[src/rtl/thread_scheduler.sv]
// Round-robin issue scheduler for the 2-thread interleaved core.
// Tracks per-thread PC and run state and offers one {tid, pc} per cycle to fetch.
module thread_scheduler #(
  parameter int unsigned     PC_W       = 16,
  parameter int unsigned     PC_INC     = 1,
  parameter logic [PC_W-1:0] RESET_PC0  = 16'h0000,
  parameter logic [PC_W-1:0] RESET_PC1  = 16'h0080,
  parameter bit              STRICT_ALT = 1'b0
) (
  input  logic            clk,
  input  logic            rst,
  input  logic [1:0]      thread_enable,
  input  logic [1:0]      stall_req,
  input  logic            redirect_valid,
  input  logic            redirect_tid,
  input  logic [PC_W-1:0] redirect_pc,
  input  logic            halt_valid,
  input  logic            halt_tid,
  input  logic            fetch_ready,
  output logic            issue_valid,
  output logic            issue_tid,
  output logic [PC_W-1:0] issue_pc,
  output logic [3:0]      thread_state,
  output logic            all_halted,
  output logic [15:0]     bubble_count
);

  typedef enum logic [1:0] {
    IDLE   = 2'b00,
    RUN    = 2'b01,
    STALL  = 2'b10,
    HALTED = 2'b11
  } tstate_e;

  tstate_e         state     [2];
  tstate_e         state_nxt [2];
  logic [PC_W-1:0] pc        [2];
  logic            last_tid;
  logic            prev_issue;

  logic [1:0]      halt_hit;
  logic [1:0]      elig;
  logic            advance;
  logic            do_issue;
  logic            sel;
  logic            last_ok;
  logic [PC_W-1:0] sel_pc;

  assign halt_hit = {halt_valid & halt_tid, halt_valid & ~halt_tid};

  always_comb begin
    for (int unsigned t = 0; t < 2; t++) begin
      state_nxt[t] = state[t];
      elig[t]      = (state[t] == RUN) && !stall_req[t] && thread_enable[t] && !halt_hit[t];
      if (state[t] != HALTED) begin
        if (halt_hit[t]) begin
          state_nxt[t] = HALTED;
        end else if (!thread_enable[t]) begin
          state_nxt[t] = IDLE;
        end else begin
          case (state[t])
            IDLE:    state_nxt[t] = RUN;
            RUN:     if (stall_req[t])  state_nxt[t] = STALL;
            STALL:   if (!stall_req[t]) state_nxt[t] = RUN;
            default: state_nxt[t] = state[t];
          endcase
        end
      end
    end
  end

  // Under strict alternation the previous winner may only repeat after a bubble.
  always_comb begin
    advance  = !issue_valid || fetch_ready;
    last_ok  = elig[last_tid] && !(STRICT_ALT && prev_issue);
    do_issue = 1'b0;
    sel      = ~last_tid;
    if (elig[~last_tid]) begin
      do_issue = 1'b1;
      sel      = ~last_tid;
    end else if (last_ok) begin
      do_issue = 1'b1;
      sel      = last_tid;
    end
    sel_pc = (redirect_valid && (redirect_tid == sel)) ? redirect_pc : pc[sel];
  end

  always_ff @(posedge clk or posedge rst) begin
    if (rst) begin
      state[0]     <= IDLE;
      state[1]     <= IDLE;
      pc[0]        <= RESET_PC0;
      pc[1]        <= RESET_PC1;
      last_tid     <= 1'b1;
      prev_issue   <= 1'b0;
      issue_valid  <= 1'b0;
      issue_tid    <= 1'b0;
      issue_pc     <= '0;
      bubble_count <= '0;
    end else begin
      state[0] <= state_nxt[0];
      state[1] <= state_nxt[1];
      if (redirect_valid) pc[redirect_tid] <= redirect_pc;
      if (advance) begin
        if (do_issue) begin
          // Overrides the plain redirect write above; sel_pc already carries the bypass.
          issue_valid <= 1'b1;
          issue_tid   <= sel;
          issue_pc    <= sel_pc;
          pc[sel]     <= sel_pc + PC_W'(PC_INC);
          last_tid    <= sel;
          prev_issue  <= 1'b1;
        end else begin
          issue_valid <= 1'b0;
          prev_issue  <= 1'b0;
          if (bubble_count != '1) bubble_count <= bubble_count + 16'd1;
        end
      end
    end
  end

  assign thread_state = {state[1], state[0]};
  assign all_halted   = (state[0] == HALTED) && (state[1] == HALTED);

endmodule
[config.mk]
export PLATFORM = sky130hd
export DESIGN_NAME = thread_scheduler
export DESIGN_NICKNAME = d
export VERILOG_FILES = /design/src/rtl/thread_scheduler.sv
export SDC_FILE = /design/constraint.sdc
export NUM_CORES = 1
export LEC_CHECK = 0
export CELL_PAD_IN_SITES_DETAIL_PLACEMENT = 0
export CELL_PAD_IN_SITES_GLOBAL_PLACEMENT = 1
export CORE_MARGIN = 2
export CORE_UTILIZATION = 35
export CTS_CLUSTER_DIAMETER = 30
export CTS_CLUSTER_SIZE = 30
export DETAILED_ROUTE_END_ITERATION = 12
export HOLD_SLACK_MARGIN = 0.05
export PLACE_DENSITY = 0.82
export SLEW_MARGIN = 20
export SYNTH_ARGS = -nofsm -noshare
export SYNTH_HDL_FRONTEND = slang
export SYNTH_SLANG_ARGS = --single-unit
[constraint.sdc]
create_clock -name clk -period 3.79 [get_ports clk]
set_input_delay 0.9475 -clock clk [delete_from_list [all_inputs] [get_ports clk]]
set_output_delay 0.9475 -clock clk [all_outputs]
set_load 0.005 [all_outputs]
# Word-level counts from Yosys, hierarchy flattened
# Cells that the tools add are included.
[classes] eq_ne=16 n_lt_le_gt_ge=6 n_shift=0 add_sub_neg=2 n_mux=32 n_div=0 n_reduce_logical=22 n_bitwise=7 n_mul=0
[ops] operator="16-bit two-way mux" n=6
[ops] operator="32-bit two-way mux" n=3
[ops] operator="32-bit bitwise mux" n=2
[ops] operator="16-bit by 1-bit adder with 16-bit output, second input constant" n=2
[ops] operator="16-bit demux with 1-bit select" n=2
[ops] operator="2-bit two-way mux" n=8
[ops] operator="16-bit != test, second input constant" n=1
[ops] operator="4-bit != test, second input constant" n=4
[ops] operator="2-bit case mux with 3 select lines" n=2
[ops] operator="1-bit logical AND" n=10
[ops] operator="5-bit by 1-bit != test with 1-bit output, second input constant" n=2
[ops] operator="1-bit two-way mux" n=9
[ops] operator="2-bit equality test, second input constant" n=4
[ops] operator="4-bit AND reduction" n=2
[ops] operator="1-bit zero test" n=5
[ops] operator="2-bit by 1-bit equality test with 1-bit output, second input constant" n=2
[ops] operator="2-bit >= comparator, second input constant" n=2
[ops] operator="2-bit zero test" n=2
[ops] operator="1-bit by 2-bit less-than comparator with 1-bit output, second input constant" n=2
[ops] operator="2-bit by 1-bit less-than comparator with 1-bit output, second input constant" n=2
[ops] operator="2-bit != test, second input constant" n=2
[ops] operator="1-bit inverter with 2-bit output" n=2
[ops] operator="1-bit inverter" n=3
[ops] operator="3-bit AND reduction" n=1
[ops] operator="other kinds (4)" n=5
[word_totals] elab_cells=94 ram_bits=0 inputBits=27 ff_bits=71 rom_bits=0 latch_bits=0 out_inout_bits=39 mem_count=0

# Longest topological paths before layout
# Gate-level depths: netlist of run 1.
[depth] ltp_word=17 depth_mapped=16 depth_no_buf=12

# Least setup slack after synthesis of run 1
# Ideal clock, no wire load.
[synth_path] kind="input to register" startpoint="input port stall_req[1]" endpoint="register pc[28] in the netlist's numbering" slack_ns=0.124 arrival_time_ns=3.547 setup_time_ns=0.119 t_required_ns=3.671 stages=15 n_path_buf=3 path_cell_list="and4bb_1 > nand2_2 > or3_1 > nand3_1 > buf_2 > buf_2 > buf_2 > nor2_1 > a21oi_1 > inv_1 > ha_1 > nand3_2 > and2b_1 > xnor2_1 > o21a_1"
[synth_between] elab_chain_cells=17 word_cells_on_any_way=28 cone_classes="add/sub: 1; order compare: 2; eq/ne: 1; mux: 17; bitwise: 1; reduce/logical: 6"
[synth_lines] item="start: declaration" line="13" text="input logic [1:0] stall_req,"
[synth_lines] item="1-bit zero test (*)"
[synth_lines] item="1-bit logical AND (*) (3 in a row)" line="54" text="elig[t] = (state[t] == RUN) && !stall_req[t] && thread_enable[t] && !halt_hit[t];"
[synth_lines] item="1-bit two-way mux (not written as such) (2 in a row)" line="75" text="last_ok = elig[last_tid] && !(STRICT_ALT && prev_issue);"
[synth_lines] item="1-bit two-way mux" line="81" text="end else if (last_ok) begin"
[synth_lines] item="1-bit two-way mux (*)" line="78" text="if (elig[~last_tid]) begin"
[synth_lines] item="1-bit inverter with 2-bit output (not written as such)" line="85" text="sel_pc = (redirect_valid && (redirect_tid == sel)) ? redirect_pc : pc[sel];"
[synth_lines] item="16-bit two-way mux (not written as such) (3 in a row)" line="85"
[synth_lines] item="16-bit two-way mux (*)" line="85"
[synth_lines] item="via sel_pc[0]" line="47" text="logic [PC_W-1:0] sel_pc;"
[synth_lines] item="16-bit by 1-bit adder with 16-bit output (*)" line="110" text="pc[sel] <= sel_pc + PC_W'(PC_INC);"
[synth_lines] item="32-bit bitwise mux (*)" line="110"
[synth_lines] item="32-bit two-way mux (*)" line="105" text="if (do_issue) begin"
[synth_lines] item="32-bit two-way mux (*)" line="104" text="if (advance) begin"
[synth_lines] item="end signal: indexed assignment" line="103" text="if (redirect_valid) pc[redirect_tid] <= redirect_pc;"
[synth_lines] item="end signal: indexed assignment" line="110"
[synth_lines] item="end: declaration" line="37" text="logic [PC_W-1:0] pc [2];"
# Mark *: on every way through the listed nets, which the timed path passes. The rest lies on a longest branch. The select of a mux whose other input is x is not followed.
# A chain may end at the register's enable or synchronous reset.

# Worst setup path after layout of run 1
[layout_path] startpoint="input port stall_req[0]" endpoint="register pc[14] in the netlist's numbering"
[layout_between] elab_chain_cells=17 word_cells_on_any_way=28 cone_classes="add/sub: 1; order compare: 2; eq/ne: 1; mux: 17; bitwise: 1; reduce/logical: 6"
[layout_lines] item="1-bit zero test (*)"
[layout_lines] item="1-bit logical AND (*) (3 in a row)" line="54"
[layout_lines] item="1-bit two-way mux (not written as such) (2 in a row)" line="75"
[layout_lines] item="1-bit two-way mux" line="81"
[layout_lines] item="1-bit two-way mux" line="78"
[layout_lines] item="1-bit inverter with 2-bit output (not written as such)" line="85, 110"
[layout_lines] item="16-bit two-way mux (not written as such) (3 in a row)" line="85"
[layout_lines] item="16-bit two-way mux" line="85"
[layout_lines] item="16-bit by 1-bit adder with 16-bit output" line="110"
[layout_lines] item="32-bit bitwise mux" line="110"
[layout_lines] item="32-bit two-way mux (*)" line="105"
[layout_lines] item="32-bit two-way mux (*)" line="104"
# Every way passes the cells marked *; elsewhere a longest branch is shown, timed or not. The select of a mux whose other input is x is not followed.

==> results of run 1 <==
-- stage by stage --
stage,power [mW],instances
final,3.962,664
after global routing,4.241,664
after CTS,3.996,664
after detailed placement,2.995,648
after global placement,2.957,648
after floorplan,2.258,426
-- layout by cell type, fill, tap and decap left out, types with 3 or more instances in the layout --
master,Yosys,final
dfrtp_1,69,69
clkdlybuf4s50_1,0,65
nand2_1,61,61
a21oi_1,39,39
buf_4,0,37
mux2i_1,32,32
nor2_1,31,31
o21ai_0,22,21
nand3_1,17,17
o21ai_1,17,17
xor2_1,14,14
and3_1,13,13
xnor2_1,13,13
mux2_2,10,10
clkbuf_16,0,9
a211oi_1,8,8
nor3_1,5,5
a31oi_1,3,3
nand2b_1,3,3
nand4_1,3,3
or3_1,3,3
o21ai_2,2,3
o21a_1,3,3
bufinv_16,0,3
clkinv_4,0,3
-- critical path, stage by stage --
cell and delay (ns):
clkdlybuf4s50_1 0.46, nand4bb_1 0.24, nor2_1 0.22, maj3_2 0.38
buf_4 0.22, mux2i_1 0.23, a41o_1 0.27, nand3_2 0.19
nor3b_2 0.25, xor2_1 0.23, a21oi_1 0.10
-- sequential cells by signal, indices dropped and copies added, names as in the netlist --
signal and flops:
bubble_count 16, issue_valid 1, issue_pc 16, last_tid 1, pc 32, thread_state 4
issue_tid 1
-- power by group --
part | leakage [nW] | switching [mW] | internal (mW)
Combinational | 1.37 | 0.818 | 0.882
Sequential | 0.860 | 0.221 | 1.06
Clock | 0.170 | 0.342 | 0.645
Total | 2.40 | 1.38 | 2.58
-- cell families (layout without fill, tap and decap cells) --
group	after synthesis	count (layout)	share of synthesized area, %
simple gates	155	155	19.77
compound gates	101	101	14.28
flops	71	71	44.62
mux	45	45	11.86
xor+xnor	27	27	5.930
buf+inv	24	122	2.636
fa+ha+maj	3	3	0.9098
-- how the worst min path moves through the flow --
stage	start	end	slack, ns	cells past startpoint
2_1_floorplan	issue_pc[2]	issue_pc[2]	0.47	2
3_3_place_gp	issue_pc[12]	issue_pc[12]	0.46	2
3_5_place_dp	issue_pc[12]	issue_pc[12]	0.47	2
4_1_cts	issue_pc[12]	issue_pc[12]	0.49	2
5_1_grt	bubble_count[9]	bubble_count[9]	0.52	1
6_report	issue_pc[12]	issue_pc[12]	0.48	2
-- routing by layer --
metal	global-route usage, %	vias to the layer above	part of all wire [%]
li1	-	1697	-
met1	21.48	1656	46
met2	29.41	65	49
met3	4.155	12	3.9
met4	5.750	0	1.5
met5	0	-	0
-- cell type report --
cell class / instances / area [sq um] / area share, %
multi-input combinational: 331 / 2107 / 39.25
sequential: 71 / 1779 / 33.15
timing repair buffer: 103 / 948.4 / 17.67
clock buffer: 9 / 225.2 / 4.196
tap: 140 / 175.2 / 3.263
clock inverter: 7 / 121.4 / 2.261
inverter: 3 / 11.26 / 0.2098
==> impl_table.tex, run 1 <==
\begin{tabular}{lr}
\hline
Metric & Value \\
\hline
\multicolumn{2}{l}{\textbf{Setup path}} \\
Worst Setup SP & stall\_req[0] \\
Critical path class & input port to flop \\
Destination of the worst register-to-register timing path & pc[14] \\
Critical Path Start Type & input port \\
Peak fanout along the critical path & 7 \\
R2R setup slack & 0.95 ns \\
Required time of the worst setup path & 4.01 ns \\
Number of cell instances on the worst register-to-register path & 11 \\
Arrival time reported for the critical path endpoint & 3.73 ns \\
R2r startpoint & thread\_state[3] \\
Setup crit end & pc[14] \\
Setup crit end kind & flop \\
\multicolumn{2}{l}{\textbf{Logic synthesis}} \\
Post-synthesis register bit count & 71 \\
Synth top area cells & dfrtp\_1 43\%, mux2i\_1 8.0\%, nand2\_1 5.7\% \\
Post-Syn Nets & 455 \\
Proportion of synthesized chip area in sequential cells & 44.62\% \\
Syn avg cell area & 9.361 sq um \\
Cell types with the highest counts after synthesis & 69 x dfrtp\_1, 61 x nand2\_1, 39 x a21oi\_1, 32 x mux2i\_1, 31 x nor2\_1 \\
Count of different cell masters after synthesis & 50 \\
Fraction of synthesized cell area taken by the top area cell type & 43.30\% \\
Count of yosys warnings during synthesis & 0 \\
Count of flip-flops with a built-in enable after synthesis & 0 \\
Most common cell in the synthesized netlist & dfrtp\_1 \\
Area of the mapped netlist & 3988 sq um \\
Post-synthesis cell type with the largest combined area & dfrtp\_1 \\
Most used flip-flop cell after synthesis & dfrtp\_1 \\
Count of mapped cells out of synthesis & 426 \\
Async set or reset register ratio after synthesis & 100.0\% \\
\multicolumn{2}{l}{\textbf{Finish}} \\
Area growth, synth to finish & 34.61\% \\
Final instance area & 5368 sq um \\
Final Util & 48.87\% \\
Filler instances & 1022 \\
Inserted Diodes & 0 \\
Fraction of layout instances using a drive strength above 1 & 15.46\% \\
Count of nets after finishing & 548 \\
\multicolumn{2}{l}{\textbf{GRT}} \\
Initial antenna violation count & 0 \\
GRT Total Usage & 17.26\% \\
Pin count of the biggest net entering global routing & 43 \\
GRT overflow & 0 \\
Global-route wire length before repair & 17.25 mm \\
Vias in the first global route & 3490 \\
\multicolumn{2}{l}{\textbf{Status}} \\
Outcome & complete, no violations \\
\multicolumn{2}{l}{\textbf{Die}} \\
Number of placement rows & 38 \\
Die H & 110.7 microns \\
Starting Density & 36.31\% \\
Total I/O pin count & 66 \\
Floorplan Core Area & 10980 sq um \\
Die outline area & 12260 sq um \\
X dimension of the die & 110.7 microns \\
\multicolumn{2}{l}{\textbf{STA}} \\
Final setup TNS & 0 ns \\
Number of endpoints with negative hold slack in the final report & 0 \\
Clock tree skew after final layout & 0.007101 ns \\
Final setup violation count & 0 \\
Highest achievable clock rate & 0.2849 GHz \\
Post-route fraction of the period consumed by the critical path & 92.61\% \\
Tightest slew margin relative to the limit & 56.02\% \\
Clock period minus worst slack & 3.510 ns \\
Max Slew Vio Count & 0 \\
Setup repair after global routing missed its margin & false \\
Worst setup margin & 0.2800 ns \\
Worst hold slack after final layout & 0.4798 ns \\
Transition time at the pin with the least slew margin & 0.6587 ns \\
\multicolumn{2}{l}{\textbf{Drt}} \\
Total wire length after detailed routing & 10.35 mm \\
Mean routed wirelength per cell & 15.59 microns \\
Count of nets left with antenna violations after detail routing & 0 \\
Detailed Routing Iterations Pass 1 & 4 \\
1st-iter DRT viols & 133 \\
Average via count per standard cell & 5.166 \\
Residual DRC & 0 \\
Vias post-DR & 3430 \\
\multicolumn{2}{l}{\textbf{Clock tree}} \\
Maximum root-to-sink buffer count & 2 \\
Clock-pin transition on the worst setup and hold timing paths & 0.06 ns \\
Clock latency on the worst-skew pair & 0.34 ns \\
H-tree lvl count & 3 \\
Number of buffers created by CTS & 9 \\
Post-cts repair resize count & 0 \\
Number of buffers added for setup after CTS & 0 \\
CTS root buffer & clkbuf\_16 \\
CTS tree & built \\
Number of hold buffers added after cts & 0 \\
\# clock sinks & 71 \\
\multicolumn{2}{l}{\textbf{Placed design}} \\
Pre-CTS setup slack & -0.05135 ns \\
Placer's final routability congestion estimate & 0.8457 \\
Half-perimeter wire length after placement & 7.525 mm \\
Count of buffers inserted at the top-level ports & 65 \\
Dpl cell area & 5021 sq um \\
\multicolumn{2}{l}{\textbf{Hold path}} \\
Path class of the lowest-slack min-delay path & flop to flop \\
\multicolumn{2}{l}{\textbf{Power and ir drop}} \\
Standby leakage power & 2.400 nW \\
Power per standard cell area & 738.1 nW/um\^{}2 \\
Worst voltage drop across the vdd grid & 0.2963 mV \\
\multicolumn{2}{l}{\textbf{Run}} \\
Max-cap violations & 0 \\
\hline
\end{tabular}
Power figures use the tool's default switching activity.
==> run 2: changes to the inputs <==
--- a/config.mk
+++ b/config.mk
@@ -14,7 +14,6 @@
 export DETAILED_ROUTE_END_ITERATION = 12
 export HOLD_SLACK_MARGIN = 0.05
 export PLACE_DENSITY = 0.82
-export SLEW_MARGIN = 20
 export SYNTH_ARGS = -nofsm -noshare
 export SYNTH_HDL_FRONTEND = slang
 export SYNTH_SLANG_ARGS = --single-unit
==> results of run 2 <==
Same layout as run 1: the final DEF is identical, and so are final timing and power.
==> run 3: changes to the inputs <==
--- a/config.mk
+++ b/config.mk
@@ -5,6 +5,7 @@
 export SDC_FILE = /design/constraint.sdc
 export NUM_CORES = 1
 export LEC_CHECK = 0
+export CAP_MARGIN = 0
 export CELL_PAD_IN_SITES_DETAIL_PLACEMENT = 0
 export CELL_PAD_IN_SITES_GLOBAL_PLACEMENT = 1
 export CORE_MARGIN = 2
==> results of run 3 <==
Same layout as run 1: the final DEF is identical, and so are final timing and power.
